## config.mk

```make
export PLATFORM = sky130hd
export DESIGN_NAME = io_led_uart
export DESIGN_NICKNAME = d
export VERILOG_FILES = /design/src/rtl/io_led_uart.sv
export SDC_FILE = /design/constraint.sdc
export NUM_CORES = 1
export LEC_CHECK = 0
export BUFFER_PORTS_ARGS = -buffer_cell sky130_fd_sc_hd__buf_4
export CAP_MARGIN = 25
export CELL_PAD_IN_SITES_DETAIL_PLACEMENT = 0
export CELL_PAD_IN_SITES_GLOBAL_PLACEMENT = 1
export CORE_MARGIN = 3
export CORE_UTILIZATION = 43
export DETAILED_ROUTE_END_ITERATION = 12
export PLACE_DENSITY = 0.89
export RECOVER_POWER = 25
export REMOVE_ABC_BUFFERS = 1
export SYNTH_ARGS = -nofsm -noshare
export SYNTH_HDL_FRONTEND = slang
export SYNTH_SLANG_ARGS = --single-unit
```

## constraint.sdc

```tcl
create_clock -name clk -period 5 [get_ports clk]
set_input_delay 0.5 -clock clk [delete_from_list [all_inputs] [get_ports clk]]
set_output_delay 0.5 -clock clk [all_outputs]
set_load 0.01 [all_outputs]
```

## src/rtl/io_led_uart.sv

```systemverilog
// io_led_uart
// Memory-mapped LED and UART-TX responder on the CPU data bus.
// Selected when mem_addr[22]=1. The register index is mem_addr[3:2]:
//   0 LED     : W lane0 -> led_reg = wdata[5:0]; R -> {26'b0, led_reg}
//   1 TXDATA  : W lane0 -> push wdata[7:0] into the TX FIFO; R -> 0
//   2 STATUS  : R -> {28'b0, ovf, fifo_empty, fifo_full, tx_busy}
//               W with wdata[3]=1 clears ovf
//   3 reserved: R -> 0, writes ignored
// Ports:
//   clk        system clock, rising edge
//   rst        asynchronous active-low reset
//   mem_addr   byte address from the core
//   mem_wdata  store data
//   mem_wmask  byte-lane write enables (nonzero = write)
//   mem_rstrb  one-cycle load strobe
//   mem_rdata  registered read data, held between strobes
//   leds       active-low LED pins
//   uart_tx    8N1 serial output, idles high
module io_led_uart #(
    parameter int CLKS_PER_BIT = 16,
    parameter int FIFO_DEPTH   = 4
) (
    input  logic        clk,
    input  logic        rst,
    input  logic [31:0] mem_addr,
    input  logic [31:0] mem_wdata,
    input  logic [3:0]  mem_wmask,
    input  logic        mem_rstrb,
    output logic [31:0] mem_rdata,
    output logic [5:0]  leds,
    output logic        uart_tx
);

    localparam int AW = (FIFO_DEPTH > 1) ? $clog2(FIFO_DEPTH) : 1;
    localparam int CW = $clog2(CLKS_PER_BIT);
    localparam logic [CW-1:0] BAUD_LAST = CW'(CLKS_PER_BIT - 1);
    localparam logic [AW-1:0] PTR_LAST  = AW'(FIFO_DEPTH - 1);
    localparam logic [AW:0]   CNT_FULL  = (AW + 1)'(FIFO_DEPTH);

    typedef enum logic [1:0] {
        S_IDLE  = 2'd0,
        S_START = 2'd1,
        S_DATA  = 2'd2,
        S_STOP  = 2'd3
    } state_t;

    state_t         r_state;
    state_t         w_state_nxt;
    logic [CW-1:0]  r_baud, w_baud_nxt;
    logic [2:0]     r_bit, w_bit_nxt;
    logic [7:0]     r_shift, w_shift_nxt;
    logic           r_tx, w_tx_nxt;
    logic [5:0]     r_leds;          // holds the pin value, i.e. ~led_reg
    logic           r_ovf;
    logic [31:0]    r_rdata;
    logic [7:0]     r_fifo [FIFO_DEPTH];
    logic [AW-1:0]  r_wptr, r_rptr;
    logic [AW:0]    r_count;

    logic           w_sel, w_wr, w_push_req, w_push, w_pop, w_ovf_set, w_ovf_clr;
    logic           w_full, w_empty, w_busy;
    logic [1:0]     w_idx;
    logic [31:0]    w_status, w_rd_val;
    logic           w_unused_bits;

    assign w_sel      = mem_addr[22];
    assign w_idx      = mem_addr[3:2];
    assign w_wr       = w_sel && (mem_wmask != 4'd0);
    assign w_push_req = w_wr && (w_idx == 2'd1) && mem_wmask[0];
    assign w_full     = (r_count == CNT_FULL);
    assign w_empty    = (r_count == {(AW + 1){1'b0}});
    // A full FIFO still accepts a byte when the FSM pops in the same cycle.
    assign w_push     = w_push_req && (!w_full || w_pop);
    assign w_ovf_set  = w_push_req && w_full && !w_pop;
    assign w_ovf_clr  = w_wr && (w_idx == 2'd2) && mem_wdata[3];
    assign w_busy     = (r_state != S_IDLE) || !w_empty;
    assign w_status   = {28'd0, r_ovf, w_empty, w_full, w_busy};

    assign mem_rdata  = r_rdata;
    assign leds       = r_leds;
    assign uart_tx    = r_tx;

    assign w_unused_bits = &{mem_addr[31:23], mem_addr[21:4], mem_addr[1:0], mem_wdata[31:8]};

    // Read-data mux for the addressed register.
    always_comb begin
        w_rd_val = 32'd0;
        if (w_sel) begin
            case (w_idx)
                2'd0:    w_rd_val = {26'd0, ~r_leds};
                2'd2:    w_rd_val = w_status;
                default: w_rd_val = 32'd0;
            endcase
        end else begin
            w_rd_val = 32'd0;
        end
    end

    // Bus-side registers: LED, sticky overflow, read data.
    always_ff @(posedge clk or negedge rst) begin
        if (!rst) begin
            r_leds  <= 6'b111111;
            r_ovf   <= 1'b0;
            r_rdata <= 32'd0;
        end else begin
            if (w_wr && (w_idx == 2'd0) && mem_wmask[0]) begin
                r_leds <= ~mem_wdata[5:0];
            end
            // Set has priority over a same-cycle clear.
            if (w_ovf_set) begin
                r_ovf <= 1'b1;
            end else if (w_ovf_clr) begin
                r_ovf <= 1'b0;
            end
            if (mem_rstrb) begin
                r_rdata <= w_rd_val;
            end
        end
    end

    // TX FIFO storage, pointers and occupancy count.
    always_ff @(posedge clk or negedge rst) begin
        if (!rst) begin
            for (int i = 0; i < FIFO_DEPTH; i++) begin
                r_fifo[i] <= 8'd0;
            end
            r_wptr  <= {AW{1'b0}};
            r_rptr  <= {AW{1'b0}};
            r_count <= {(AW + 1){1'b0}};
        end else begin
            if (w_push) begin
                r_fifo[r_wptr] <= mem_wdata[7:0];
                r_wptr <= (r_wptr == PTR_LAST) ? {AW{1'b0}} : r_wptr + {{(AW - 1){1'b0}}, 1'b1};
            end
            if (w_pop) begin
                r_rptr <= (r_rptr == PTR_LAST) ? {AW{1'b0}} : r_rptr + {{(AW - 1){1'b0}}, 1'b1};
            end
            case ({w_push, w_pop})
                2'b10:   r_count <= r_count + {{AW{1'b0}}, 1'b1};
                2'b01:   r_count <= r_count - {{AW{1'b0}}, 1'b1};
                default: r_count <= r_count;
            endcase
        end
    end

    // TX FSM state and datapath registers.
    always_ff @(posedge clk or negedge rst) begin
        if (!rst) begin
            r_state <= S_IDLE;
            r_baud  <= {CW{1'b0}};
            r_bit   <= 3'd0;
            r_shift <= 8'd0;
            r_tx    <= 1'b1;
        end else begin
            r_state <= w_state_nxt;
            r_baud  <= w_baud_nxt;
            r_bit   <= w_bit_nxt;
            r_shift <= w_shift_nxt;
            r_tx    <= w_tx_nxt;
        end
    end

    // TX FSM next state, pop and line level. The line follows the current
    // state one cycle late, which gives the write-to-start-bit latency of 2.
    always_comb begin
        w_state_nxt = r_state;
        w_baud_nxt  = r_baud;
        w_bit_nxt   = r_bit;
        w_shift_nxt = r_shift;
        w_pop       = 1'b0;
        w_tx_nxt    = 1'b1;
        case (r_state)
            S_IDLE: begin
                w_tx_nxt = 1'b1;
                if (!w_empty) begin
                    w_pop       = 1'b1;
                    w_shift_nxt = r_fifo[r_rptr];
                    w_baud_nxt  = {CW{1'b0}};
                    w_state_nxt = S_START;
                end else begin
                    w_state_nxt = S_IDLE;
                end
            end
            S_START: begin
                w_tx_nxt = 1'b0;
                if (r_baud == BAUD_LAST) begin
                    w_baud_nxt  = {CW{1'b0}};
                    w_bit_nxt   = 3'd0;
                    w_state_nxt = S_DATA;
                end else begin
                    w_baud_nxt = r_baud + {{(CW - 1){1'b0}}, 1'b1};
                end
            end
            S_DATA: begin
                w_tx_nxt = r_shift[0];
                if (r_baud == BAUD_LAST) begin
                    w_baud_nxt  = {CW{1'b0}};
                    w_shift_nxt = {1'b0, r_shift[7:1]};
                    if (r_bit == 3'd7) begin
                        w_state_nxt = S_STOP;
                    end else begin
                        w_bit_nxt = r_bit + 3'd1;
                    end
                end else begin
                    w_baud_nxt = r_baud + {{(CW - 1){1'b0}}, 1'b1};
                end
            end
            S_STOP: begin
                w_tx_nxt = 1'b1;
                if (r_baud == BAUD_LAST) begin
                    w_baud_nxt = {CW{1'b0}};
                    // Chain straight into the next frame when data is waiting.
                    if (!w_empty) begin
                        w_pop       = 1'b1;
                        w_shift_nxt = r_fifo[r_rptr];
                        w_state_nxt = S_START;
                    end else begin
                        w_state_nxt = S_IDLE;
                    end
                end else begin
                    w_baud_nxt = r_baud + {{(CW - 1){1'b0}}, 1'b1};
                end
            end
            default: begin
                w_state_nxt = S_IDLE;
                w_tx_nxt    = 1'b1;
            end
        endcase
    end

endmodule

```

==> results of run 1 <==
[cell families after synthesis]
| kind of cell | Yosys count |
|---|---|
| XOR/XNOR | 3 |
| flip-flops | 70 |
| AO/OA/AOI/OAI | 47 |
| adder cells (fa/ha/maj) | 15 |
| AND/OR/NAND/NOR | 58 |
| other | 1 |
| buffers and inverters | 47 |
| multiplexers | 55 |
[layout make-up]
class	instances	area [um^2]
fill	699	3860
inverter	14	52.6
timing repair buffer	30	225
clock inverter	7	120
sequential	70	1760
multi-input combinational	204	1620
tap	102	128
clock buffer	9	124
[critical path, cell delays in order (launching register included)]
cell and delay, ps:
dfrtp_1 420, ha_1 270, a41oi_1 200, nor3_1 550, ha_1 300, inv_1 60
fa_1 370, xor2_1 150, nor2_1 110, xor2_1 140
[power groups by stage]
stage	logic (uW)	registers [uW]	clock network, uW
global route	934	1010	592
floorplan	647	939	0
detailed placement	828	982	0
finish	821	972	558
CTS	834	973	568
global placement	793	967	0
[state kept, by name (all words and copies together) (netlist names), 2 cells and up]
| register | flops |
|---|---|
| leds | 6 |
| r_shift | 8 |
| mem_rdata | 6 |
| r_fifo | 32 |
| r_baud | 4 |
| r_bit | 3 |
| r_wptr | 2 |
| r_state | 2 |
| r_rptr | 2 |
| r_count | 3 |
[metal layers]
metal	global-route usage [%]	up-vias
met3	4.38	8
met2	23.4	45
met4	4.21	0
met5	0	-
met1	19.2	1117
li1	-	1058
[stage by stage]
stage / instance area (um^2) / hold WS, ps / utilization [%] / std cells
final: 4030 / 244 / 51.0 / 436
after global routing: 4030 / 326 / 51.0 / 436
after CTS: 4030 / 288 / 51.0 / 436
after detailed placement: 3780 / 483 / 48.0 / 420
after global placement: 3780 / 477 / 48.0 / 420
after floorplan: 3430 / 204 / - / 288
[synth_stat cells, drive strengths merged (2+ instances only)]
| cell type | count | share of area (%) |
|---|---|---|
| buf | 29 | 6.0 |
| ha | 14 | 4.9 |
| mux2 | 39 | 12 |
| nand2b | 2 | 0.56 |
| xor2 | 2 | 0.49 |
| mux4 | 8 | 5.1 |
| a22oi | 3 | 0.63 |
| dfrtp | 63 | 44 |
| nor2 | 21 | 3.1 |
| o22ai | 4 | 0.70 |
| a21oi | 12 | 1.7 |
| nor2b | 2 | 0.35 |
| o21ai | 20 | 2.8 |
| mux2i | 8 | 2.2 |
| nor3 | 3 | 0.42 |
| nand2 | 20 | 2.1 |
| o32ai | 2 | 0.49 |
| dfstp | 7 | 5.2 |
| inv | 14 | 1.5 |
| clkbuf | 4 | 0.42 |
| nand3 | 3 | 0.42 |
[worst max-delay path by stage]
stage / cells after the start / slack [ps] / endpoint
floorplan: 10 / 2610 / r_count[2]
global placement: 9 / 2410 / r_count[2]
detailed placement: 9 / 2360 / r_count[2]
CTS: 9 / 2350 / r_count[2]
global route: 9 / 2110 / r_count[2]
finish: 9 / 2370 / r_count[2]
[layout by cell type (no fill, tap or decap), types with 2 or more instances in the layout]
master | Yosys | routed
nor2_4 | 4 | 4
nor2_1 | 17 | 17
a21oi_1 | 12 | 12
mux4_2 | 8 | 8
nor2b_1 | 2 | 2
o32ai_1 | 2 | 2
o22ai_1 | 4 | 4
nor3_1 | 3 | 3
mux2_2 | 39 | 39
clkbuf_8 | 0 | 9
ha_1 | 14 | 14
nand2_1 | 20 | 20
o21ai_0 | 20 | 20
buf_4 | 26 | 30
dfstp_2 | 7 | 7
xor2_1 | 2 | 2
nand3_1 | 3 | 3
a22oi_1 | 3 | 3
dfrtp_1 | 63 | 63
conb_1 | 1 | 26
bufinv_16 | 0 | 3
inv_1 | 14 | 14
mux2i_1 | 8 | 8
==> impl_metrics.toml, run 1 <==
[run_status]
status = "complete, no violations"

[setup_path]
cp_max_fo = 6
path_class = "reg -> reg"
reg2reg_from = "r_baud[0]"
critPathLaunchType = "flip-flop"
reg2reg_slack_ps = 2370
r2r-end = "r_count[2]"
cp.required_ps = 5280
crit_start = "r_baud[0]"
cp-end-kind = "flip-flop"
crit_arrival_ps = 2910
reg2reg_depth = 9

[synth]
avgSynthCellArea_um2 = 12.0
synth-compound-area-share_pct = 8.42
synth-simple-area-share_pct = 8.35
synthCells = 296
synth_xor_area_share_pct = 0.737
synth_area_um2 = 3570
synth_top_family_by_area = "multiplexers"
synthAdderAreaFrac_pct = 5.47
ys_ff_latch = 70
ys_types = 42
synth_edf_count = 0
synth.yosys.seq_area_share_pct = 49.4
synth_ff_type = "dfrtp_1"
synth-async-reset-ratio_pct = 100
ys_warn_count = 0
synthMuxAreaShare_pct = 19.6

[die]
die-area_um2 = 9420
die_w_um = 97.1
die_h_um = 97.1
pin_count = 110
core_area_um2 = 7890
start_util_pct = 45.2
rows = 32

[layout]
drive_gt1_share_pct = 32.6
diodes = 0
final_nets = 415
syn2layout_area_growth_pct = 12.9

[placement]
gp_congestion = 0.755
dp_hpwl_um = 4550
place_ws_ps = 2360
port_buffers = 30

[timing]
setup_viol = 0
period_share_pct = 52.5
slew_headroom_pct = 33.4
max_freq_mhz = 381
grt_setup_unrepaired = "false"
hold_viol = 0
clock_skew_ps = 8.01
tightest_slew_ps = 986
setup_tns_ps = 0
slew_violations = 0
layout_setup_ws_ps = 2370
fin_crit_ps = 2630

[clock_network]
postCtsSetupBuffers = 0
cts_buffers = 9
clkSinkCount = 70
cts.hold.buffers_added = 0
insertion_delay_ps = 350
htree_levels = 3
cts_resized = 0
cts_buffer_depth = 2
cts_tree = "done"
cts_root_buf = "clkbuf_8"
cts.clk_slew.worst_paths_ps = 80

[route]
vias = 2228
vias_per_cell = 5.11
drt_iter0_drc = 131
wl_met1_um = 2910
ant_nets = 0
highest_layer = "met4"
wl_met2_um = 3160
wl_um = 6490
first_pass_iters = 4
drcViolationCount = 0
wl_per_cell_um = 14.9
wl_met3_um = 333

[global_route]
grt_usage_pct = 14.6
grt-ovfl-total = 0
grt_pass1_wl_um = 10900
grt_max_degree = 71
antenna_found_initial = 0
grt_pass1_vias = 2182

[power]
clock_power_share_pct = 23.7
p_sw_uw = 788
cellLeakagePower_uw = 0.00189
swShare_pct = 33.5
p_int_uw = 1560
power_uw = 2350
pwr_density_cell_nw_per_um2 = 584
irDropWorstVdd_v = 0.000306
power_frac_comb_pct = 34.9
seq_power_share_pct = 41.3

[job]
cap_violations = 0

[worst_hold_path]
hp-class = "in -> async"
(Power assumes the default switching activity.)
==> inputs of run 2 (changes only) <==
--- a/config.mk
+++ b/config.mk
@@ -10,9 +10,9 @@
 export CELL_PAD_IN_SITES_DETAIL_PLACEMENT = 0
 export CELL_PAD_IN_SITES_GLOBAL_PLACEMENT = 1
 export CORE_MARGIN = 3
-export CORE_UTILIZATION = 43
+export CORE_UTILIZATION = 36
 export DETAILED_ROUTE_END_ITERATION = 12
-export PLACE_DENSITY = 0.89
+export PLACE_DENSITY = 0.8
 export RECOVER_POWER = 25
 export REMOVE_ABC_BUFFERS = 1
 export SYNTH_ARGS = -nofsm -noshare
==> constraint.sdc (replaced) <==
create_clock -name clk -period 2.32 [get_ports clk]
set_input_delay 0.232 -clock clk [delete_from_list [all_inputs] [get_ports clk]]
set_output_delay 0.232 -clock clk [all_outputs]
set_load 0.01 [all_outputs]
==> run 2 against run 1 <==
Against the previous run: count of clock-buffer cells in the layout is the same; largest cell class unchanged; via count grew 3.8%; register-to-register slack lost 2300 ps; sequential power grew 120%; critical path depth grew 1; the flow now finishes with violations (capacitance limit, slew limit); non-clock buffer count grew 18; power grew 130%.
==> impl_metrics.toml, run 2 (synthesis results as in run 1) <==
[run_status]
status = "finished, violations left"
violations = "capacitance limit, slew limit"

[layout]
syn2layout_area_growth_pct = 18.8
multi_input_area_um2 = 1680
mostFrequentLayoutCells = "dfrtp_1, buf_4, mux2_2"
final_nets = 433
final_common_cell = "dfrtp_1"
final_cells = 481
drive_gt1_share_pct = 39.2
top_regs = "r_fifo: 32 flops, r_shift: 8 flops"
fillCellCount = 855
final_area_um2 = 4240
largest-register = "r_fifo"
seq_area_um2 = 1760
diodes = 0
largest_reg_flops = 32

[placement]
port_buffers = 30
dp_hpwl_um = 4910
place_area_um2 = 3940
dp.cells = 463
gp_congestion = 0.702
place_ws_ps = -44.8

[clock_network]
cts_root_buf = "clkbuf_8"
cts.hold.buffers_added = 0
cts_tree = "done"
cts_buffer_depth = 2
insertion_delay_ps = 340
cts.clk_slew.worst_paths_ps = 80
clkSinkCount = 70
cts_buffers = 9
htree_levels = 3

[setup_path]
reg2reg_depth = 10
crit_start = "r_state[1]"
crit_top_cell = "xor2_1"
critPathLaunchType = "flip-flop"
cp.required_ps = 2580
cp-end-kind = "flip-flop"
crit_arrival_ps = 2480
r2r-end = "r_count[2]"
cp_max_fo = 4
reg2reg_slack_ps = 100
crit_slowest_cell = "dfrtp_2"
reg2reg_from = "r_state[1]"
path_class = "reg -> reg"
path_cells = "ha_4 -> a41oi_4 -> o211a_4 -> nand2b_4 -> ha_2 -> inv_1 -> fa_2 -> xor2_1 -> nor2_1 -> xor2_1"
slowest_delay_ps = 450

[timing]
setup_tns_ps = 0
hold_viol = 0
layout_setup_ws_ps = 102
grt_setup_unrepaired = "false"
tightest_slew_ps = 1710
setup_viol = 0
period_share_pct = 95.6
slew_violations = 71
slew_headroom_pct = -14.1
max_freq_mhz = 451
fin_crit_ps = 2220
clock_skew_ps = 7.34

[power]
seq_power_share_pct = 39.7
p_int_uw = 3520
cellLeakagePower_uw = 0.00196
swShare_pct = 33.9
pwr_density_cell_nw_per_um2 = 1260
p_sw_uw = 1800
clock_power_share_pct = 20.4
power_frac_comb_pct = 39.9
power_uw = 5320
irDropWorstVdd_v = 0.000692

[die]
die_w_um = 106
die-area_um2 = 11100
pin_count = 110
rows = 35
start_util_pct = 37.9
die_h_um = 106
core_area_um2 = 9420

[worst_hold_path]
hold_depth = 2
hp-class = "in -> reg"
hold_end = "leds[0]"
hold_start = "mem_wdata[0]"

[global_route]
grt_usage_pct = 13.0
antenna_found_initial = 0
grt_pass1_wl_um = 11800
grt_pass1_vias = 2408
grt_max_degree = 71
grt-ovfl-total = 0

[route]
vias = 2312
wl_um = 6830
first_pass_iters = 5
wl_per_cell_um = 14.2
drcViolationCount = 0
drt_iter0_drc = 107
vias_per_cell = 4.81
ant_nets = 0

[job]
cap_violations = 1
## run 2: cell count changes in the layout (fill, tap and decap cells not counted), moves of 2 or more
cell / change
buf_4: +17
ha_1: -4
dfrtp_1: -2
dfrtp_2: +2
ha_2: +2
ha_4: +2
inv_1: -2
inv_2: +2
## run 2: area by class of cell
cell class                 count  share of cell area [%]
sequential                    70                    41.6
tap                          129                    3.81
inverter                      14                    1.24
clock inverter                 7                    2.30
timing repair buffer          48                    8.45
multi-input combinational    204                    39.6
clock buffer                   9                    2.92
## run 2: metrics by stage
| step | utilization, % | hold WS (ps) |
|---|---|---|
| finish | 45.0 | 99.2 |
| global route | 45.0 | 108 |
| global placement | 41.8 | 397 |
| CTS | 44.2 | 39.1 |
| floorplan | - | -63.6 |
| detailed placement | 41.8 | 409 |
## run 2: what timing repair did
action	CTS	global route
buffers inserted	0	2
resized for setup	1	14
endpoints found under the setup margin	1	1
pin swaps	0	4
## run 2: worst max-delay path: cells and delay by family (launching register included)
family | cells | cell delay (ps)
AOI/OAI and AO/OA | 2 | 420
xor gates and xnor gates | 2 | 290
adders and majority gates | 3 | 680
buffers and inverters | 1 | 50
DFF | 1 | 450
and+or+nand+nor | 2 | 250
## run 2: metal layers
| metal | track usage [%] | part of all wire, % |
|---|---|---|
| met2 | 22.2 | 51 |
| met3 | 2.45 | 3.8 |
| met4 | 4.44 | 1.3 |
| met5 | 0 | 0 |
| met1 | 16.6 | 44 |
## run 2: power groups by stage
stage                     logic, uW  registers [uW]  clock network, uW
final                          2120            2110               1090
after global routing           2370            2190               1170
after CTS                      2020            2100               1110
after detailed placement       2000            2120                  0
after global placement         1930            2080                  0
after floorplan                1390            2020                  0
## run 2: how the worst max path moves through the flow
stage,cells past startpoint,end
detailed placement,11,r_count[2]
floorplan,10,r_count[2]
finish,10,r_count[2]
global placement,10,r_count[2]
CTS,11,r_count[2]
global route,10,r_count[2]
==> inputs of run 3 (changes only) <==
--- a/config.mk
+++ b/config.mk
@@ -12,7 +12,7 @@
 export CORE_MARGIN = 3
 export CORE_UTILIZATION = 36
 export DETAILED_ROUTE_END_ITERATION = 12
-export PLACE_DENSITY = 0.8
+export PLACE_DENSITY = 0.74
 export RECOVER_POWER = 25
 export REMOVE_ABC_BUFFERS = 1
 export SYNTH_ARGS = -nofsm -noshare
==> run 3 against run 2 <==
Against the previous run: the run still ends with capacitance limit, slew limit left; worst setup slack improved by 26 ps; utilization decreased by 0.11 points; sequential share of layout area about the same; final area decreased by 0.24%; combinational power about the same; clock power about the same; maximum frequency increased by 1.2%; hold slack got worse by 17 ps.
==> impl_metrics.toml, run 3 (synthesis results as in run 1) <==
[run_status]
status = "finished, violations left"
violations = "capacitance limit, slew limit"

[layout]
drive_gt1_share_pct = 38.7
final_area_um2 = 4230
final_common_cell = "dfrtp_1"
diodes = 0
syn2layout_area_growth_pct = 18.5
largest-register = "r_fifo"
fillCellCount = 861
top_regs = "r_fifo: 32 flops, r_shift: 8 flops"
final_cells = 483
largest_reg_flops = 32
final_nets = 435
mostFrequentLayoutCells = "dfrtp_1, buf_4, mux2_2"

[clock_network]
htree_levels = 3
cts_buffers = 9
cts_tree = "done"
cts.hold.buffers_added = 0
clkSinkCount = 70
insertion_delay_ps = 350
cts_root_buf = "clkbuf_8"
cts.clk_slew.worst_paths_ps = 80
cts_buffer_depth = 2

[placement]
gp_congestion = 0.712
port_buffers = 30
place_area_um2 = 3940
dp_hpwl_um = 4830
dp.cells = 464

[worst_hold_path]
hold_depth = 2
hp-class = "in -> reg"

[timing]
fin_crit_ps = 2190
holdWs_ps = 82.2
grt_setup_unrepaired = "false"
hold_viol = 0
tightest_slew_ps = 1720
setup_viol = 0
setup_tns_ps = 0
clock_skew_ps = 15.9
period_share_pct = 94.5
slew_violations = 71
slew_headroom_pct = -14.9
max_freq_mhz = 456

[setup_path]
cp_max_fo = 3
cp-end-kind = "flip-flop"
cp.required_ps = 2590
critPathLaunchType = "flip-flop"
crit_arrival_ps = 2460
path_class = "reg -> reg"
reg2reg_depth = 11

[route]
ant_nets = 0
wl_met2_um = 3360
wl_met1_um = 3100
wl_um = 6760
vias = 2263
highest_layer = "met4"
first_pass_iters = 5
drcViolationCount = 0
wl_per_cell_um = 14.0
wl_met3_um = 194
drt_iter0_drc = 89
vias_per_cell = 4.69

[global_route]
grt_usage_pct = 13.0
grt_pass1_vias = 2321
grt_max_degree = 71
antenna_found_initial = 0
grt_pass1_wl_um = 11500
grt-ovfl-total = 0

[power]
pwr_density_cell_nw_per_um2 = 1250
swShare_pct = 33.7
cellLeakagePower_uw = 0.00198
power_frac_comb_pct = 39.8
p_sw_uw = 1780
irDropWorstVdd_v = 0.000654
seq_power_share_pct = 39.5
clock_power_share_pct = 20.6
p_int_uw = 3500

[die]
pin_count = 110
rows = 35
die-area_um2 = 11100
start_util_pct = 37.9
core_area_um2 = 9420
die_h_um = 106
die_w_um = 106

[job]
cap_violations = 1
[run 3: cell count changes in the layout (fill, tap and decap cells not counted), moves of 2 or more]
cell	change
dfrtp_1	+2
buf_4	+2
clkinv_4	+2
dfrtp_2	-2
[run 3: metrics by stage]
step / setup WS [ps] / power (uW) / util (%)
after floorplan: -65.8 / 3420 / -
after global placement: -14.4 / 4030 / 41.9
after detailed placement: -51.1 / 4130 / 41.9
after CTS: 15.9 / 5260 / 44.4
after global routing: 5.98 / 5710 / 44.9
final: 129 / 5280 / 44.9
[run 3: per-layer routing]
layer  up-vias  global-route usage (%)
li1       1092                       -
met1      1122                    16.9
met2        39                    21.1
met3        10                    2.69
met4         0                    5.55
met5         -                       0
[run 3: power groups by stage]
stage | Clock (uW) | Combinational [uW] | Sequential [uW]
final | 1090 | 2100 | 2090
after global routing | 1180 | 2370 | 2170
after CTS | 1120 | 2050 | 2100
after detailed placement | 0 | 2010 | 2110
after global placement | 0 | 1950 | 2080
after floorplan | 0 | 1390 | 2020
[run 3: path summary, 6_finish.rpt]
path	startpoint	endpoint	slack, ps
worst max-delay path	r_state[0]	r_count[2]	130
worst min-delay path	mem_wdata[0]	leds[0]	80
worst max register to register	r_state[0]	r_count[2]	130
worst min register to register	leds[1]	leds[1]	490
max in group asynchronous	rst	r_fifo[18]	960
min in group asynchronous	rst	r_baud[0]	330
[run 3: area by class of cell]
class	count	area [um^2]	area share [%]
sequential	70	1760	41.7
multi-input combinational	204	1660	39.2
timing repair buffer	50	373	8.82
tap	129	161	3.82
clock buffer	9	124	2.93
clock inverter	7	98.8	2.34
inverter	14	52.6	1.24
[run 3: critical path, cell delays in order (launching register included)]
cell and delay [ps]:
dfrtp_1 400, inv_2 50, ha_2 190, a41oi_2 210, o211a_4 210, nand2b_4 130
ha_4 130, inv_1 50, fa_2 330, xor2_1 150, nor2_1 130, xor2_1 140
[run 3: what timing repair did]
item,4_1_cts,5_1_grt
endpoints found under the setup margin,1,1
resized for setup,1,9
pin swaps,0,3
setup buffers,1,2
